===== src/rtl/pbg_pkg.sv =====
// pbg_pkg: shared definitions for the 4-bit parity link transmitter.
//   WORD_W      - data word width (4: bits a..d)
//   FRAME_BITS  - serial bits per frame (start + 4 data + parity + stop)
//   IDLE..STOP  - transmitter FSM state encodings (3-bit)
//   word_t      - data word type
package pbg_pkg;

  localparam int WORD_W     = 4;
  localparam int FRAME_BITS = 7;

  localparam logic [2:0] IDLE   = 3'd0;
  localparam logic [2:0] START  = 3'd1;
  localparam logic [2:0] DATA   = 3'd2;
  localparam logic [2:0] PARITY = 3'd3;
  localparam logic [2:0] STOP   = 3'd4;

  typedef logic [WORD_W-1:0] word_t;

endpackage


===== src/rtl/pbg_parity_gen.sv =====
// pbg_parity_gen: combinational parity of one data word.
//   data_i   [WORD_W] - word to protect
//   odd_i             - 0: even parity (XOR of all bits incl. parity is 0)
//                       1: odd parity  (XOR of all bits incl. parity is 1)
//   parity_o          - parity bit to append to the word
module pbg_parity_gen
  import pbg_pkg::*;
(
  input  logic [WORD_W-1:0] data_i,
  input  logic              odd_i,
  output logic              parity_o
);

  assign parity_o = (^data_i) ^ odd_i;

endmodule


===== src/rtl/pbg_serial_tx.sv =====
// pbg_serial_tx: parity-bit generator and framed serial transmitter.
// Accepts a 4-bit word on a valid/ready handshake and sends
// start(0), d[0..3] LSB first, parity, stop(1), each CLKS_PER_BIT cycles.
// The accepted word and its parity are also held on word_out/p_out.
//
// Build option: define PBG_ODD_PARITY_EN for odd parity; the default
// (macro undefined) is even parity.
//
// Ports:
//   clk         - rising-edge clock
//   rst         - synchronous active-high reset
//   data_in[4]  - word to send (bit 0 = a, bit 3 = d)
//   data_valid  - data_in is valid
//   data_ready  - transmitter idle, will accept a word
//   tx_out      - serial line, idles high
//   word_out[4] - last accepted word
//   p_out       - parity of word_out
//   busy        - frame in progress
//   frame_done  - one-cycle pulse during the last stop-bit cycle
module pbg_serial_tx
  import pbg_pkg::*;
#(
  parameter int CLKS_PER_BIT = 4
) (
  input  logic              clk,
  input  logic              rst,
  input  logic [WORD_W-1:0] data_in,
  input  logic              data_valid,
  output logic              data_ready,
  output logic              tx_out,
  output logic [WORD_W-1:0] word_out,
  output logic              p_out,
  output logic              busy,
  output logic              frame_done
);

  localparam logic [7:0] LAST_BAUD = 8'(CLKS_PER_BIT - 1);

  logic [2:0]        state_q, state_d;
  logic [7:0]        baud_q, baud_d;
  logic [1:0]        idx_q, idx_d;
  logic [WORD_W-1:0] word_q, word_d;
  logic              p_q, p_d;
  logic              tx_q, tx_d;
  logic              ready_q, busy_q;
  logic              done_q, done_d;
  logic              bit_end;
  logic              odd_sel;
  logic              par_in;

`ifdef PBG_ODD_PARITY_EN
  assign odd_sel = 1'b1;
`else
  assign odd_sel = 1'b0;
`endif

  pbg_parity_gen u_parity (
    .data_i   (data_in),
    .odd_i    (odd_sel),
    .parity_o (par_in)
  );

  assign bit_end = (baud_q == LAST_BAUD);

  // Next-state logic for FSM, baud counter, bit index and captured word.
  always_comb begin
    state_d = state_q;
    baud_d  = baud_q;
    idx_d   = idx_q;
    word_d  = word_q;
    p_d     = p_q;

    case (state_q)
      IDLE: begin
        if (data_valid) begin
          state_d = START;
          baud_d  = 8'd0;
          idx_d   = 2'd0;
          word_d  = data_in;
          p_d     = par_in;
        end
      end
      START:   if (bit_end) state_d = DATA;
      DATA: begin
        if (bit_end) begin
          if (idx_q == 2'd3) state_d = PARITY;
          else               idx_d   = idx_q + 2'd1;
        end
      end
      PARITY:  if (bit_end) state_d = STOP;
      STOP:    if (bit_end) state_d = IDLE;
      default: state_d = IDLE;
    endcase

    if (state_q != IDLE) baud_d = bit_end ? 8'd0 : baud_q + 8'd1;
  end

  // Outputs are computed from the next state so that, once registered,
  // they line up with the state they describe (tx falls right after accept).
  always_comb begin
    tx_d = 1'b1;
    case (state_d)
      START:   tx_d = 1'b0;
      DATA:    tx_d = word_d[idx_d];
      PARITY:  tx_d = p_d;
      default: tx_d = 1'b1;
    endcase
    done_d = (state_d == STOP) && (baud_d == LAST_BAUD);
  end

  always_ff @(posedge clk) begin
    if (rst) begin
      state_q <= IDLE;
      baud_q  <= 8'd0;
      idx_q   <= 2'd0;
      word_q  <= '0;
      p_q     <= 1'b0;
      tx_q    <= 1'b1;
      ready_q <= 1'b1;
      busy_q  <= 1'b0;
      done_q  <= 1'b0;
    end else begin
      state_q <= state_d;
      baud_q  <= baud_d;
      idx_q   <= idx_d;
      word_q  <= word_d;
      p_q     <= p_d;
      tx_q    <= tx_d;
      ready_q <= (state_d == IDLE);
      busy_q  <= (state_d != IDLE);
      done_q  <= done_d;
    end
  end

  assign data_ready = ready_q;
  assign tx_out     = tx_q;
  assign word_out   = word_q;
  assign p_out      = p_q;
  assign busy       = busy_q;
  assign frame_done = done_q;

endmodule


===== config.mk =====
export PLATFORM = sky130hd
export DESIGN_NAME = pbg_serial_tx
export DESIGN_NICKNAME = d
export VERILOG_FILES = /design/src/rtl/pbg_pkg.sv /design/src/rtl/pbg_parity_gen.sv /design/src/rtl/pbg_serial_tx.sv
export SDC_FILE = /design/constraint.sdc
export NUM_CORES = 1
export LEC_CHECK = 0
export CAP_MARGIN = 30
export CORE_MARGIN = 2
export CORE_UTILIZATION = 50
export CTS_CLUSTER_DIAMETER = 80
export DETAILED_ROUTE_END_ITERATION = 7
export GPL_ROUTABILITY_DRIVEN = 0
export PLACE_DENSITY = 0.73
export SLEW_MARGIN = 30
export SYNTH_ARGS = -nofsm -noshare
export SYNTH_HDL_FRONTEND = slang
export SYNTH_SLANG_ARGS = --single-unit
export TNS_END_PERCENT = 20

===== constraint.sdc =====
create_clock -name clk -period 3.4 [get_ports clk]
set_clock_uncertainty 0.15 [all_clocks]
set_input_delay 0.51 -clock clk [delete_from_list [all_inputs] [get_ports clk]]
set_output_delay 0.51 -clock clk [all_outputs]
set_load 0.05 [all_outputs]

==> metrics, run 1 <==
status finished, final reports clean; Syn Std Cell Area 1256 µm²; delay-heaviest family, CP simple AND/OR/NAND/NOR gates; clk buf depth 2; TritonCTS clock tree yes; Worst-Margin Slew 0.8781 ns; Worst Hold End word_out[2]; crit start category flop; min Tclk post-route 2.585 ns; Worst Setup End Kind flop; Yosys warnings 0; DR vias 1,133; global-route wire length before repair 4498 µm; gr usage total 0.2083; worst-skew pair later-pin latency 0.31 ns; Hold WC Path Type reg2reg; die area around 2900 µm²; Layout area overhead 12.55%; Detail Placement HPWL 1902 µm; worst setup path start baud_q[0]; Initial Util 0.5165; fin cells 188; n_diodes 0; Placement Setup Slack 0.4994 ns; Worst Reg2Reg Path Length in Cells 6; Worst R2R Start baud_q[0]; ANT nets after route 0; largest net degree at the start of global routing 23; TritonRoute pass-1 iters 4; H-tree Lvls 1; WL/cell 14.04 µm; drt drc 0; Post-synth EDFFs 0; leading area contributor after synthesis dfxtp_1; total power a little under 600 µW; Slew HR 0.4146; number of synthesized register bits 22; r2r setup slk 0.82 ns; CTS buffer count 3; Req. time, crit path 3.51 ns; final WL 2640 µm; worst-path maximum fanout 6; largest cells by area after synthesis dfxtp_1 35%, a21oi_1 6.4%, nand2_1 4.2%; Fmax 0.3869 GHz; fin nets 167; Die X 54.13 µm; crit path cell chain ha_1 -> or3b_2 -> nor4_1 -> o21ai_0 -> a311o_2 -> a31oi_1; crit-path max cell delay 0.54 ns; ratio of final minimum period to clock period 0.7603; hold_buf cts 0; Seq/Total Area, Yosys 0.3506; via-per-instance ratio 6.027; Buf/Inv on CP 0; CTS clk-pin slew, worst paths between 0.1 and 0.15 ns; PortBufs 15; initial antenna violation count 0; Gate Count Post-Synth around 150; setup violators final 0; Worst Path Arrival around 2.7 ns; min-delay src word_out[2]; main flop type after synthesis dfxtp_1; final worst slack 0.8151 ns; Synth Net Count 159; Post-CTS Setup Repair Bufs 0; synth unique cells 52; max-cap violation count 0; RSZ-0062 raised after global routing false; most frequent cell after synthesis dfxtp_1; clk sinks 22; mean post-synth cell area 8.319 µm²; total gr overflow 0; vias in the first global route 993; Post-synth top cells 22 x dfxtp_1, 16 x a21oi_1, 14 x nand2_1, 12 x nor2_1, 6 x o21ai_0; Slew Viols, Final 0; area share of the largest cell type after synthesis 0.3506; post_cts resized 0; number of cell rows 18; PD cells a little over 400 nW/µm²; slowest CP cell or3b_2; Inst Count DP 184; maximum VDD drop between 200 and 300 µV; Worst R2R End tx_out; Clk Tree Root Cell clkbuf_4; share of layout cells above drive strength 1 0.08228; core area roughly 2400 µm²; Hold Violations, Final 0; Die H between 50 and 60 µm; leakage power 0.4962 nW; hold depth 2; critical path type reg2reg; Boundary Pins 16; Starting DRT DRC Count 44; ys async rst share 0; Post-Route Setup TNS 0 ns; fin util 0.5813
how the worst max path moves through the flow:
stage	endpoint	slack (ns)	depth (start not counted)
2_1_floorplan	tx_out	1.04	6
3_3_place_gp	tx_out	0.54	6
3_5_place_dp	tx_out	0.50	6
4_1_cts	tx_out	0.82	6
5_1_grt	tx_out	0.62	6
6_report	tx_out	0.82	6
cell type report:
cell class	count	area (µm²)
tap	30	37.54
fill	229	1018
timing repair buffer	16	157.7
sequential	22	440.4
multi-input combinational	113	714.4
clock inverter	1	30.03
clock buffer	3	22.52
inverter	3	11.26
kinds of logic after synthesis:
group	Yosys count	synth area share
adder cells (fa/ha/maj)	1	0.009959
AO/OA/AOI/OAI	44	0.2351
XOR/XNOR	5	0.03486
flip-flops	22	0.3506
buffers and inverters	16	0.08066
AND/OR/NAND/NOR	62	0.2809
multiplexers	1	0.007968
metal layers:
| layer | up-vias | global-route usage | wire [µm] |
|---|---|---|---|
| li1 | 576 | - | - |
| met1 | 522 | 0.3066 | 1278 |
| met2 | 31 | 0.3133 | 1187 |
| met3 | 4 | 0.03611 | 145 |
| met4 | 0 | 0.05000 | 29 |
| met5 | - | 0 | 0 |
layout by cell type (no fill, tap or decap), types with 2 or more instances in the layout:
cell type and instances:
dfxtp_1 22, a21oi_1 16, clkdlybuf4s50_1 15, nand2_1 14
nor2_1 12, o21ai_0 6, or4_1 5, xnor2_1 5
a311oi_1 4, nor2b_1 4, nand3_1 4, inv_1 3
or3b_2 3, clkbuf_4 3, and3_1 2, nor4_1 2
nor3b_1 2, a31oi_1 2, and2_1 2, a41oi_1 2
o211ai_1 2, a211oi_1 2
worst min-delay path, delay by kind of cell (launching register included):
family	cells	cell delay, ns
DFF	1	0.34
AOI/OAI and AO/OA	1	0.05
and+or+nand+nor	1	0.05
power breakdown:
group,internal [mW],total (mW),switching [mW]
sequential,0.268,0.276,0.00826
clock,0.119,0.204,0.0852
combinational,0.0417,0.106,0.0641
through the flow:
| stage | hold slack (ns) | cell area (µm²) |
|---|---|---|
| 6_report | 0.3336 | 1414 |
| 3_3_place_gp | 0.3117 | 1361 |
| 4_1_cts | 0.3361 | 1414 |
| 5_1_grt | 0.3627 | 1414 |
| 3_5_place_dp | 0.3161 | 1361 |
| 2_1_floorplan | 0.3699 | 1256 |
flip-flops by register name (all words and copies together), names as in the netlist:
name and cells:
word_out 4, idx_q 2, p_out 1, frame_done 1
busy 1, state_q 3, tx_out 1, data_ready 1
baud_q 8
No activity file was read; power rests on OpenSTA's default activity.
==> run 2: changes to the inputs <==
==> constraint.sdc (replaced) <==
create_clock -name clk -period 2.7 [get_ports clk]
set_clock_uncertainty 0.15 [all_clocks]
set_input_delay 0.405 -clock clk [delete_from_list [all_inputs] [get_ports clk]]
set_output_delay 0.405 -clock clk [all_outputs]
set_load 0.05 [all_outputs]
==> run 2 against run 1 <==
  * Via count rose by 5.2%
  * Hold slack improved by 0.0043 ns
  * Setup slack got worse by 0.67 ns
  * Global-route usage rose by 0.91 points
  * Combinational power rose by 27%
  * Clock power fell by 9%
  * Die area did not move
  * Maximum frequency rose by 1.0%
  * Final area rose by 2.0%
==> metrics, run 2 (synthesized netlist as in run 1, its figures left out) <==
status finished, final reports clean (unchanged); most common cell after layout, fill and taps aside dfxtp_1 (unchanged); Die H 54.13 µm (unchanged); via-per-instance ratio 6.144 (was 6.027); CTS buffer count 3 (unchanged); hold_buf cts 0 (unchanged); share of layout cells above drive strength 1 0.1159 (was 0.08228); WL/cell 14.66 µm (was 14.04 µm); Hold Slack 0.3379 ns (was 0.3336 ns); ANT nets after route 0 (unchanged); H-tree Lvls 1 (unchanged); clk sinks 22 (unchanged); CTS clk-pin slew, worst paths 0.13 ns (about the same); min Tclk post-route 2.559 ns (was 2.585 ns); worst-skew pair later-pin latency 0.32 ns (was 0.31 ns); Boundary Pins 16 (unchanged); TritonRoute pass-1 iters 4 (unchanged); gr usage total 0.2174 (was 0.2083); Hold Violations, Final 0 (unchanged); ratio of final minimum period to clock period 0.9476 (was 0.7603); clk buf depth 2 (unchanged); Starting DRT DRC Count 58 (was 44); die area 2930 µm² (unchanged); total gr overflow 0 (unchanged); Worst-Margin Slew 0.8352 ns (was 0.8781 ns); Reg with most FFs baud_q (unchanged); max-cap violation count 0 (unchanged); Hold WC Path Type reg2reg (unchanged); initial antenna violation count 0 (unchanged); Worst Path Arrival 2.63 ns (was 2.69 ns); drt drc 0 (unchanged); final WL 2844 µm (was 2640 µm); Layout area overhead 14.84% (was 12.55%); worst-path maximum fanout 6 (unchanged); largest net degree at the start of global routing 14 (was 23); Largest register FFs 8 (unchanged); vias in the first global route 949 (was 993); number of cell rows 18 (unchanged); Req. time, crit path 2.77 ns (was 3.51 ns); PortBufs 15 (unchanged); multi-input logic area 714.4 µm² (unchanged); n_diodes 0 (unchanged); critical path type reg2reg (unchanged); RSZ-0062 raised after global routing false (unchanged); Post-CTS Setup Repair Bufs 0 (unchanged); TritonCTS clock tree yes (unchanged); Initial Util 0.5165 (unchanged); Worst Setup End Kind flop (unchanged); Fmax 0.3908 GHz (was 0.3869 GHz); maximum VDD drop 383.4 µV (was 284.1 µV); Detail Placement HPWL 2046 µm (was 1902 µm); Slew HR 0.4432 (was 0.4146); Clk Tree Root Cell clkbuf_4 (unchanged); crit start category flop (unchanged); Reg area 440.4 µm² (unchanged); Slew Viols, Final 0 (unchanged); post_cts resized 0 (unchanged); fin util 0.5931 (was 0.5813); PD cells 463.4 nW/µm² (was 414.4 nW/µm²); core area 2432 µm² (unchanged); setup violators final 0 (unchanged); Die X 54.13 µm (unchanged); leakage power 0.5207 nW (was 0.4962 nW); DR vias 1,192 (was 1,133); global-route wire length before repair 4595 µm (was 4498 µm); FILL cells 219 (was 229); commonest non-fill, non-tap cells in the layout 22 x dfxtp_1, 16 x a21oi_1, 15 x clkdlybuf4s50_1 (unchanged); fin nets 173 (was 167)
## run 2: changes by cell type in the layout (fill, tap and decap cells not counted), sizes merged
| cell | previous run | this run |
|---|---|---|
| bufinv | 1 | 0 |
| buf | 1 | 7 |
| clkbuf | 3 | 4 |
## run 2: layout make-up
class	instances	share of cell area
inverter	3	0.007806
timing repair buffer	22	0.1405
sequential	22	0.3053
multi-input combinational	113	0.4952
clock buffer	4	0.02515
tap	30	0.02602
## run 2: where the power goes
part	switching [mW]	leakage, nW	internal (mW)
clock	0.104	0.0210	0.0825
sequential	0.0104	0.179	0.337
combinational	0.0809	0.320	0.0543
## run 2: final timing paths
path / start / endpoint / slack (ns) / cells after the start
worst min register to register: word_out[2] / word_out[2] / 0.34 / 2
worst min-delay path: word_out[2] / word_out[2] / 0.34 / 2
worst max-delay path: baud_q[0] / tx_out / 0.14 / 6
worst max register to register: baud_q[0] / tx_out / 0.14 / 6
## run 2: metrics by stage
step | std cells | TNS [ns] | power, mW | setup WS, ns | instance area [µm²]
3_5_place_dp | 190 | -0.03590 | 0.4892 | -0.03590 | 1406
5_1_grt | 194 | 0 | 0.7025 | 0.02538 | 1443
2_1_floorplan | 151 | 0 | 0.4488 | 0.3373 | 1256
3_3_place_gp | 190 | -0.007315 | 0.4858 | -0.007315 | 1406
6_report | 194 | 0 | 0.6686 | 0.1414 | 1443
4_1_cts | 194 | 0 | 0.6726 | 0.1365 | 1443
## run 2: worst max-delay path, cell delays in order (launching register included)
cell      delay [ns]
dfxtp_1         0.43
ha_1            0.25
or3b_2          0.53
or4_1           0.51
a21o_1          0.24
a221oi_1        0.29
a31oi_1         0.06
## run 2: routing by layer
layer	part of all wire	track usage	vias to the layer above
met2	0.47	0.3173	42
met4	0.0081	0.05000	0
met3	0.072	0.05833	4
met1	0.45	0.3163	556
met5	0	0	-
li1	-	-	590
==> run 3: changes to the inputs <==
--- a/config.mk
+++ b/config.mk
@@ -6,7 +6,7 @@
 export NUM_CORES = 1
 export LEC_CHECK = 0
 export CAP_MARGIN = 30
-export CORE_MARGIN = 2
+export CORE_MARGIN = 4
 export CORE_UTILIZATION = 50
 export CTS_CLUSTER_DIAMETER = 80
 export DETAILED_ROUTE_END_ITERATION = 7
==> run 3 against run 2 <==
  * Power decreased by 4.8%
  * Sequential power about the same
  * Core utilization increased by 2.1 points
==> metrics, run 3 (synthesized netlist as in run 1, its figures left out) <==
hold depth 2 (unchanged); Req. time, crit path 2.75 ns (was 2.77 ns); hold_buf cts 0 (unchanged); setup violators final 0 (unchanged); WL/cell 15.28 µm (was 14.66 µm); CTS buffer count 3 (unchanged); Worst R2R Start baud_q[0] (unchanged); gr usage total 0.1910 (was 0.2174); worst-skew pair later-pin latency 0.31 ns (was 0.32 ns); crit start category flop (unchanged); fin nets 171 (was 173); leakage power 0.5026 nW (was 0.5207 nW); post-route design area 1411 µm² (was 1443 µm²); Reg with most FFs baud_q (unchanged); Post-CTS Setup Repair Bufs 0 (unchanged); delay-heaviest family, CP simple AND/OR/NAND/NOR gates (unchanged); Buf/Inv on CP 0 (unchanged); Placement Setup Slack -0.01980 ns (was -0.03590 ns); min Tclk post-route 2.524 ns (was 2.559 ns); Inst Count DP 186 (was 190); via-per-instance ratio 6.111 (was 6.144); final worst slack 0.1756 ns (was 0.1414 ns); fin cells 189 (was 194); status finished, final reports clean (unchanged); global-route wire length before repair 5030 µm (was 4595 µm); PD cells 451.2 nW/µm² (was 463.4 nW/µm²); core area 2297 µm² (was 2432 µm²); Worst path depth 6 (unchanged); critical path type reg2reg (unchanged); Hold Slack 0.3355 ns (was 0.3379 ns); number of cell rows 17 (was 18); TritonCTS clock tree yes (unchanged); maximum VDD drop 378.1 µV (was 383.4 µV); RSZ-0062 raised after global routing false (unchanged); Worst Reg2Reg Path Length in Cells 6 (unchanged); drt drc 0 (unchanged); Worst-Margin Slew 0.8874 ns (was 0.8352 ns); Die H 58.13 µm (was 54.13 µm); clk buf depth 2 (unchanged); Initial Util 0.5468 (was 0.5165); Starting DRT DRC Count 19 (was 58); Clk Tree Root Cell clkbuf_4 (unchanged); Hold WC Path Type reg2reg (unchanged); ratio of final minimum period to clock period 0.9350 (was 0.9476); Post-DP Area 1389 µm² (was 1406 µm²); vias in the first global route 1,050 (was 949); most common cell after layout, fill and taps aside dfxtp_1 (unchanged); die area 3379 µm² (was 2930 µm²); FILL cells 220 (was 219); post_cts resized 0 (unchanged); Largest register FFs 8 (unchanged); Boundary Pins 16 (unchanged); Reg area 440.4 µm² (unchanged); Slew HR 0.4084 (was 0.4432); PortBufs 15 (unchanged); min-delay src word_out[1] (was word_out[2]); commonest non-fill, non-tap cells in the layout 22 x dfxtp_1, 16 x a21oi_1, 15 x clkdlybuf4s50_1 (unchanged); Worst Path Arrival 2.58 ns (was 2.63 ns); total power 636.8 µW (was 668.6 µW); Worst Setup End Kind flop (unchanged); r2r setup slk 0.18 ns (was 0.14 ns); share of layout cells above drive strength 1 0.09938 (was 0.1159); Layout area overhead 12.35% (was 14.84%); max-cap violation count 0 (unchanged); Die X 58.13 µm (was 54.13 µm); total gr overflow 0 (unchanged); DR vias 1,155 (was 1,192); Detail Placement HPWL 2031 µm (was 2046 µm); CTS clk-pin slew, worst paths 0.12 ns (was 0.13 ns); Hold Violations, Final 0 (unchanged); slowest CP cell or3b_2 (unchanged); crit path cell chain ha_1 -> or3b_2 -> or4_1 -> a21o_1 -> a221oi_1 -> a31oi_1 (unchanged); final WL 2888 µm (was 2844 µm); TritonRoute pass-1 iters 4 (unchanged); largest net degree at the start of global routing 15 (was 14); worst-path maximum fanout 6 (unchanged); crit-path max cell delay 0.52 ns (was 0.53 ns); n_diodes 0 (unchanged); clk sinks 22 (unchanged); ANT nets after route 0 (unchanged); H-tree Lvls 1 (unchanged); Slew Viols, Final 0 (unchanged); initial antenna violation count 0 (unchanged); Worst Hold End word_out[1] (was word_out[2]); Fmax 0.3961 GHz (was 0.3908 GHz); Worst R2R End tx_out (unchanged); multi-input logic area 714.4 µm² (unchanged)
-- run 3: cell count changes in the layout (fill, tap and decap cells not counted) --
cell and delta:
buf_4 -2, clkbuf_8 -1
-- run 3: final cells by class --
| type | instances | area share |
|---|---|---|
| Multi-Input combinational cell | 113 | 0.5062 |
| Timing Repair Buffer | 20 | 0.1330 |
| Clock buffer | 3 | 0.01596 |
| Tap cell | 28 | 0.02482 |
| Sequential cell | 22 | 0.3121 |
| Inverter | 3 | 0.007979 |
-- run 3: worst max path at each step --
| stage | start | endpoint | slack, ns |
|---|---|---|---|
| floorplan | baud_q[0] | tx_out | 0.34 |
| global placement | data_valid | tx_out | -0.01 |
| detailed placement | data_valid | tx_out | -0.02 |
| CTS | baud_q[0] | tx_out | 0.18 |
| global route | baud_q[0] | tx_out | 0.004 |
| finish | baud_q[0] | tx_out | 0.18 |
-- run 3: report_power, final --
part	internal (mW)	switching (mW)
Sequential	0.337	0.0111
Combinational	0.0543	0.0814
Clock	0.0522	0.101
Total	0.443	0.193
-- run 3: metrics by stage --
stage	setup TNS [ns]	util
CTS	0	0.6144
finish	0	0.6144
global route	0	0.6144
global placement	-0.01042	0.6046
floorplan	0	-
detailed placement	-0.01980	0.6046
-- run 3: metal layers --
metal / up-vias / part of all wire / track usage
met5: - / 0 / 0
met4: 0 / 0.011 / 0.06291
met3: 4 / 0.036 / 0.03786
met2: 20 / 0.44 / 0.2742
met1: 549 / 0.51 / 0.2823
li1: 582 / - / -
-- run 3: tightest hold or removal path: stages, from the launching register on --
cell     delay [ns]
dfxtp_1        0.34
nand2_1        0.06
a21oi_1        0.05
